[src/rtl/mod_updown_counter.sv]
// mod_updown_counter: parametrised modulo up/down counter with synchronous load,
// clock-enable prescaler, wrap or saturate at the bounds, a terminal-count pulse
// and a sticky overflow flag.
//
// Ports
//   clk       in   1      clock, rising edge
//   reset     in   1      synchronous, active-low reset
//   en        in   1      count enable; gates prescaler and stepping
//   dir       in   1      0 = count up, 1 = count down
//   load      in   1      synchronous load strobe (ignores en)
//   load_val  in   WIDTH  value loaded on load, clamped to MAX_VAL
//   clr_ovf   in   1      clears sticky ovf (a same-cycle bound event wins)
//   count     out  WIDTH  current count (registered)
//   tc        out  1      one-cycle pulse after a step taken at a bound (registered)
//   ovf       out  1      sticky bound-event flag (registered)
//   zero      out  1      combinational, count == 0
module mod_updown_counter #(
  parameter int unsigned      WIDTH    = 4,
  parameter logic [WIDTH-1:0] MAX_VAL  = {WIDTH{1'b1}},
  parameter int unsigned      PRESCALE = 1,
  parameter bit               SATURATE = 1'b0
) (
  input  logic             clk,
  input  logic             reset,
  input  logic             en,
  input  logic             dir,
  input  logic             load,
  input  logic [WIDTH-1:0] load_val,
  input  logic             clr_ovf,
  output logic [WIDTH-1:0] count,
  output logic             tc,
  output logic             ovf,
  output logic             zero
);

  localparam int unsigned     PS_W    = (PRESCALE > 1) ? $clog2(PRESCALE) : 1;
  localparam logic [PS_W-1:0] PS_LAST = PS_W'(PRESCALE - 1);

  logic [WIDTH-1:0] count_q, count_d;
  logic [PS_W-1:0]  ps_q, ps_d;
  logic             tc_q, tc_d;
  logic             ovf_q, ovf_d;
  logic             step_c;
  logic             bound_c;

  // Next-state: load beats stepping; a step at a bound raises tc and ovf.
  always_comb begin
    count_d = count_q;
    ps_d    = ps_q;
    tc_d    = 1'b0;
    ovf_d   = ovf_q;
    step_c  = 1'b0;
    bound_c = 1'b0;

    if (load) begin
      count_d = (load_val > MAX_VAL) ? MAX_VAL : load_val;
      ps_d    = '0;
      if (clr_ovf) begin
        ovf_d = 1'b0;
      end
    end else begin
      if (en) begin
        if (ps_q == PS_LAST) begin
          ps_d   = '0;
          step_c = 1'b1;
        end else begin
          ps_d = ps_q + PS_W'(1);
        end
      end

      if (step_c) begin
        if (!dir) begin
          if (count_q == MAX_VAL) begin
            bound_c = 1'b1;
            count_d = SATURATE ? MAX_VAL : '0;
          end else begin
            count_d = count_q + WIDTH'(1);
          end
        end else begin
          if (count_q == '0) begin
            bound_c = 1'b1;
            count_d = SATURATE ? '0 : MAX_VAL;
          end else begin
            count_d = count_q - WIDTH'(1);
          end
        end
      end

      tc_d = bound_c;
      // Set wins over a simultaneous clear.
      if (bound_c) begin
        ovf_d = 1'b1;
      end else if (clr_ovf) begin
        ovf_d = 1'b0;
      end
    end
  end

  // State registers with synchronous active-low reset.
  always_ff @(posedge clk) begin
    if (!reset) begin
      count_q <= '0;
      ps_q    <= '0;
      tc_q    <= 1'b0;
      ovf_q   <= 1'b0;
    end else begin
      count_q <= count_d;
      ps_q    <= ps_d;
      tc_q    <= tc_d;
      ovf_q   <= ovf_d;
    end
  end

  assign count = count_q;
  assign tc    = tc_q;
  assign ovf   = ovf_q;
  assign zero  = (count_q == '0);

endmodule

[config.mk]
export PLATFORM = sky130hd
export DESIGN_NAME = mod_updown_counter
export DESIGN_NICKNAME = d
export VERILOG_FILES = /design/src/rtl/mod_updown_counter.sv
export SDC_FILE = /design/constraint.sdc
export NUM_CORES = 1
export LEC_CHECK = 0
export CORE_AREA = 2 2 39 41
export CTS_CLUSTER_DIAMETER = 30
export DETAILED_ROUTE_END_ITERATION = 6
export DIE_AREA = 0 0 41 43
export PLACE_DENSITY = 0.57
export RECOVER_POWER = 50
export SETUP_SLACK_MARGIN = 0.5
export SKIP_LAST_GASP = 1
export SYNTH_ARGS = -nofsm -noshare
export SYNTH_HDL_FRONTEND = slang
export SYNTH_SLANG_ARGS = --single-unit
[constraint.sdc]
create_clock -name clk -period 1.23 [get_ports clk]
set_input_delay 0.3075 -clock clk [delete_from_list [all_inputs] [get_ports clk]]
set_output_delay 0.3075 -clock clk [all_outputs]
set_load 0.05 [all_outputs]
### Word level (Yosys, flattened, before mapping)

Index checks and enable logic that the tools add are counted.

| storage, ports and cells | value |
|---|---|
| bits in registers | 7 |
| input bits | 10 |
| output and inout bits | 7 |
| word-level logic and storage cells | 31 |

| operators by class | value |
|---|---|
| $add $sub $neg | 3 |
| $lt $le $gt $ge | 1 |
| equal/unequal tests | 1 |
| mux-type cells | 18 |
| bitwise gates (word level) | 1 |
| reductions and logical operators | 3 |

Operator list:

| operator | number |
|---|---|
| $mux W4 | 6 |
| $mux W1 | 12 |
| $add A4 B1 Y4 const B | 1 |
| $eq A4 B4 Y1 const B | 1 |
| $gt A4 B4 Y1 const B | 1 |
| $logic_not A4 Y1 | 1 |
| $sub A4 B1 Y4 const B | 1 |
| $reduce_bool A2 Y1 | 1 |
| $reduce_or A2 Y1 | 1 |
| $add A1 B1 Y1 const B | 1 |
| $not A1 Y1 | 1 |

### Logic depth before layout (Yosys ltp)

Gate-level depths: netlist of run 1.

| logic depth | value |
|---|---|
| depth in word-level cells | 7 |
| mapped depth | 6 |
| gate-level depth less buffers | 6 |

### Worst setup path before layout of run 1

OpenSTA, ideal clock, no wires.

| timing path | value |
|---|---|
| kind | register to register |
| from | register count_q[1], in the netlist count[1] |
| to | register count_q[2], in the netlist count[2] |
| library setup time | 0.119 ns |
| arrival time | 1.563 ns |
| path slack | -0.452 ns |
| stages on the path, launching flop included | 7 |
| clock period less this slack | 1.682 ns |
| cells stage by stage | dfxtp_1 inv_1 ha_1 and2_1 o21ai_0 xnor2_1 a21oi_1 |

| between the ends | value |
|---|---|
| cells in the longest elaborated chain, start to end | 5 |

Ends and longest elaborated chain:

| what | line | text |
|---|---|---|
| start: declaration | 39 | `logic [WIDTH-1:0] count_q, count_d;` |
| start signal: assignment | 107 | `count_q <= count_d;` |
| $add A4 B1 Y4 (tied with other cells) | 77 | `count_d = count_q + WIDTH'(1);` |
| $mux W4, on equally long branches | 73, 80 |  |
| $mux W4 (*) | 72 | `if (!dir) begin` |
| $mux W4 (*) | 71 | `if (step_c) begin` |
| $mux W4 (*) | 55 | `if (load) begin` |

Mark *: on every way between the ends. The rest lies on a longest branch, timed or not. The select of a mux whose other input is x is not followed.
A chain may end at the register's enable or synchronous reset.

### Final worst setup path of run 1

| timing path | value |
|---|---|
| from | register count_q[1], in the netlist count[1] |
| to | output port zero |

| between the ends | value |
|---|---|
| cells in the longest elaborated chain, start to end | 1 |

Ends and longest elaborated chain:

| what | line | text |
|---|---|---|
| $logic_not A4 Y1 | 117 | `assign zero = (count_q == '0);` |
| end: declaration | 33 | `output logic zero` |

Every way passes these cells.

==> results.cfg, run 1 <==
[timing]
fmax_mhz = 723
setup_tns_ps = -379
final-max-slew-violation-count = 0
skew_ps = 7.48
fin_ws_ps = -153
setup_viol = 5
hold_viol = 0
relSlewSlack_pct = 76.4
post-route-period-util_pct = 112
rsz0062_at_grt = true
tightest_slew_ps = 354
fin_crit_ps = 1380

[clocking]
cts_hold_buf = 0
cts_buffers = 3
clk_pin_slew_ps = 50
worstSkewPairLatency_ps = 260
cts.sinks = 6
cts_root_buf = clkbuf_4
cts_tree = yes
htreeDepth = 1
clk_path_buf_depth = 2

[yosys]
seq_area_frac_synth_pct = 32.4
synth_nets = 60
netlist_area_um2 = 370
synth_cell_types = 18
yosysWarningCount = 0
synthCells = 48
syn_avg_cell_area_um2 = 7.72
synth-seq-cells = 6

[pwr]
clkPwrFrac_pct = 26.5
power_uw = 775
leakage_nw = 0.336
p_sw_share_pct = 33.5
powerDensity_nw_per_um2 = 956
pwr-share-comb_pct = 45.4
internal_power_uw = 515
ir_worst_vdd_v = 0.000542
switching_power_uw = 259
p_seq_share_pct = 28.1

[floorplanning]
design.die.area_um2 = 1760
ios = 17
die_x_um = 41
core_area_um2 = 1380
num_rows = 14
fp.dieH_um = 43
initial_core_util_pct = 26.8

[layout]
final_common_cell = buf_4
num_antenna_cells = 0
drive_gt1_share_pct = 53.7
finalNetCount = 95
layout_common_cells = buf_4, clkdlybuf4s50_1, dfxtp_4
finalCoreUtilization_pct = 58.6
area_delta_synth_final_pct = 119
stdcell_count = 98

[placed_design]
routabilityCongestion = 0.729
dp.final_hpwl_um = 763
place_ws_ps = -240
io_buffers = 16
dpl.cell_count = 87

[drt]
wl_per_cell_um = 12.1
viasPerCell = 4.81
routed_wl_um = 1190
post-route-drc-count = 0
drt_iter0_drc = 8
drtPass1Iterations = 4
vias = 471
route.antenna.remaining_nets = 0

[setup_path]
cp-start-kind = flip-flop
cp_max_fo = 3
end_kind = output pin
crit_type = flip-flop to output pin
arrival_ps = 1080
critical_path_required_ps = 920

[grt]
antenna_found_initial = 0
grt_pass1_wl_um = 1880
grt-ovfl-total = 0
grt_max_degree = 8
grt_pass1_vias = 490
grt_use_total_pct = 16.1

[run]
drv_cap = 0

[outcome]
status = finished, violations left
failed_checks = setup timing

[worst_hold_path]
hp-class = flip-flop to flip-flop
[flip-flops by register name, summed over array words and instances, names as in the netlist]
| name | count |
|---|---|
| tc | 1 |
| ovf | 1 |
| count | 4 |
[path summary, 6_finish.rpt]
check	depth (start not counted)	slack, ps	start	to
setup / recovery	4	-150	count[1]	zero
hold / removal	2	590	ovf	ovf
setup reg to reg	4	-110	count[1]	count[3]
hold reg to reg	2	590	ovf	ovf
[Yosys cell counts]
master | n | area share, %
nor3_1 | 2 | 2.7
o21a_1 | 1 | 2.0
or4_1 | 1 | 2.0
and2_1 | 4 | 6.8
nand2_1 | 3 | 3.0
o31a_1 | 1 | 2.4
nor2b_1 | 3 | 5.1
a21oi_1 | 5 | 6.8
nand3_1 | 1 | 1.4
ha_1 | 2 | 6.8
o21ai_0 | 6 | 8.1
inv_1 | 2 | 2.0
inv_2 | 2 | 2.0
xnor2_1 | 3 | 7.1
nor4b_1 | 1 | 2.4
dfxtp_1 | 6 | 32
nor2_1 | 3 | 3.0
a211oi_1 | 2 | 4.1
[metrics by stage]
stage,hold slack (ps),cell area (µm²)
2_1_floorplan,424,395
3_3_place_gp,609,698
3_5_place_dp,607,698
4_1_cts,626,841
5_1_grt,619,811
6_report,589,811
[timing repair]
item                       4_1_cts  5_1_grt
setup buffers                    7        0
pin swaps                        8        8
resized for setup               18        4
gates cloned                     0        0
setup endpoints to repair       13       13
[power by group through the flow]
stage	Clock [mW]	Combinational (mW)	Sequential (mW)
floorplan	0	0.0913	0.267
global route	0.219	0.375	0.219
detailed placement	0	0.283	0.227
CTS	0.209	0.352	0.217
global placement	0	0.281	0.227
finish	0.206	0.351	0.218
[cells by family (layout without fill, tap and decap cells)]
logic type | Yosys count | after routing | share of synthesized area (%)
AND/OR/NAND/NOR | 18 | 18 | 26.4
adder cells (fa/ha/maj) | 2 | 2 | 6.76
buffers and inverters | 4 | 38 | 4.06
AO/OA/AOI/OAI | 15 | 15 | 23.3
flip-flops | 6 | 6 | 32.4
XOR/XNOR | 3 | 3 | 7.10
[critical path, stage by stage (launching register included)]
cell and delay (ps):
dfxtp_4 360, inv_4 40, ha_4 150, and2_4 140
buf_12 140
[metal layers]
metal | vias up | track usage [%] | wire [µm]
li1 | 241 | - | -
met3 | 2 | 3.14 | 61
met1 | 211 | 16.1 | 453
met5 | - | 0 | 0
met4 | 0 | 10.0 | 19
met2 | 17 | 27.8 | 655
[area by class of cell]
type	instances	area, µm²
timing repair buffer	30	309
clock buffer	4	26.3
fill	129	573
sequential	6	143
inverter	4	20.0
multi-input combinational	38	293
tap	16	20.0
Power figures use the tool's default switching activity.
==> inputs of run 2 (changes only) <==
Settings changed: CORE_AREA 2 2 39 41 to 5 5 42 44, DIE_AREA 0 0 41 43 to 0 0 47 49, PLACE_DENSITY 0.57 to 0.55.
Clock period 1.23 ns to 1.6 ns, I/O delays scaled along.
==> results.cfg, run 2 (same netlist as run 1, synthesis figures left out) <==
[grt]
antenna_found_initial = 0
grt_pass1_vias = 484
grt-ovfl-total = 0
grt_use_total_pct = 11.6
grt_max_degree = 7
grt_pass1_wl_um = 1990

[timing]
skew_ps = 8.54
setup_viol = 0
hold_viol = 0
tightest_slew_ps = 502
fmax_mhz = 679
rsz0062_at_grt = true
post-route-period-util_pct = 92.0
relSlewSlack_pct = 66.5
final-max-slew-violation-count = 0
fin_crit_ps = 1470

[pwr]
powerDensity_nw_per_um2 = 719
p_seq_share_pct = 28.1
pwr-share-comb_pct = 45.8
clkPwrFrac_pct = 26.0
power_uw = 598
switching_power_uw = 197
internal_power_uw = 401
leakage_nw = 0.351
p_sw_share_pct = 33.0
ir_worst_vdd_v = 0.000571

[floorplanning]
initial_core_util_pct = 26.4
core_area_um2 = 1400
die_x_um = 47
ios = 17
design.die.area_um2 = 2300
num_rows = 14
fp.dieH_um = 49

[layout]
drive_gt1_share_pct = 50.0
stdcell_count = 98
nFillCells = 123
final_common_cell = buf_4
final_area_um2 = 832
regArea_um2 = 133
num_antenna_cells = 0
finalNetCount = 95
largest_reg_flops = 4
area_delta_synth_final_pct = 125
layout_common_cells = buf_4, clkdlybuf4s50_1, buf_12
multi_input_area_um2 = 300

[run]
drv_cap = 0

[setup_path]
cp-start-kind = flip-flop
cp_num_buf_inv = 2
path_cells = inv_4, ha_4, and2_4, buf_12
r2r_cells = 5
cp_slowest_cell = dfxtp_4
arrival_ps = 1070
r2r_setup_slack_ps = 200
crit_type = flip-flop to output pin
timing.rr.start = count[0]
cp_slowest_stage_delay_ps = 360
cp-endpoint = zero
timing.rr.end = count[3]
startpoint = count[1]
critical_path_required_ps = 1200
cp_max_fo = 3
cp_num_cells = 4
end_kind = output pin
cp_top_family = flip-flops

[clocking]
cts_root_buf = clkbuf_4
cts_hold_buf = 0
cts_tree = yes
htreeDepth = 1
worstSkewPairLatency_ps = 250
clk_pin_slew_ps = 50
clk_path_buf_depth = 2
cts_buffers = 3
cts.sinks = 6

[placed_design]
dpl.cell_count = 81
routabilityCongestion = 0.693
io_buffers = 16
placed_area_um2 = 674
dp.final_hpwl_um = 768

[drt]
post-route-drc-count = 0
routed_wl_um = 1240
drtPass1Iterations = 2
viasPerCell = 4.73
route.antenna.remaining_nets = 0
wl_per_cell_um = 12.6
vias = 464
drt_iter0_drc = 2

[worst_hold_path]
hp-class = flip-flop to flip-flop

[outcome]
status = completed
-- run 2: how the worst min path moves through the flow --
| stage | from | to | slack, ps | cells past startpoint |
|---|---|---|---|---|
| finish | ovf | ovf | 660 | 2 |
| global route | ovf | ovf | 710 | 2 |
| CTS | ovf | ovf | 630 | 2 |
| detailed placement | count[2] | count[2] | 640 | 3 |
| global placement | ovf | ovf | 630 | 2 |
| floorplan | reset | ovf | 520 | 1 |
-- run 2: tightest hold or removal path, cell delays in order, from the launching register on --
cell and delay, ps:
dfxtp_1 360, nor2b_1 150, o21a_1 120
-- run 2: area by class of cell --
| cell class | instances | share of cell area [%] |
|---|---|---|
| tap | 16 | 2.41 |
| sequential | 6 | 15.9 |
| multi-input combinational | 38 | 36.1 |
| clock buffer | 4 | 3.16 |
| inverter | 4 | 2.41 |
| timing repair buffer | 30 | 40.0 |
-- run 2: power groups by stage --
stage | Combinational (mW) | Clock (mW) | Sequential [mW]
2_1_floorplan | 0.0808 | 0 | 0.209
3_3_place_gp | 0.208 | 0 | 0.185
3_5_place_dp | 0.209 | 0 | 0.185
4_1_cts | 0.257 | 0.159 | 0.169
5_1_grt | 0.293 | 0.175 | 0.170
6_report | 0.274 | 0.156 | 0.168
-- run 2: stage by stage --
stage | hold slack (ps) | utilization, % | setup slack (ps) | setup TNS, ps
2_1_floorplan | 518 | - | 275 | 0
3_3_place_gp | 630 | 48.1 | -3.81 | -4.94
3_5_place_dp | 637 | 48.1 | -15.8 | -24.4
4_1_cts | 631 | 57.1 | 124 | 0
5_1_grt | 706 | 59.4 | 84.1 | 0
6_report | 665 | 59.4 | 128 | 0
-- run 2: timing repair --
item,in CTS,in global routing
resized for setup,14,6
gates cloned,0,0
setup buffers,9,4
pin swaps,2,3
endpoints found under the setup margin,13,12
-- run 2: per-layer routing --
metal / vias up / track usage [%] / share of wire [%]
li1: 236 / - / -
met1: 205 / 14.5 / 40
met2: 17 / 17.2 / 51
met3: 6 / 2.21 / 4.9
met4: 0 / 7.37 / 4.6
met5: - / 0 / 0
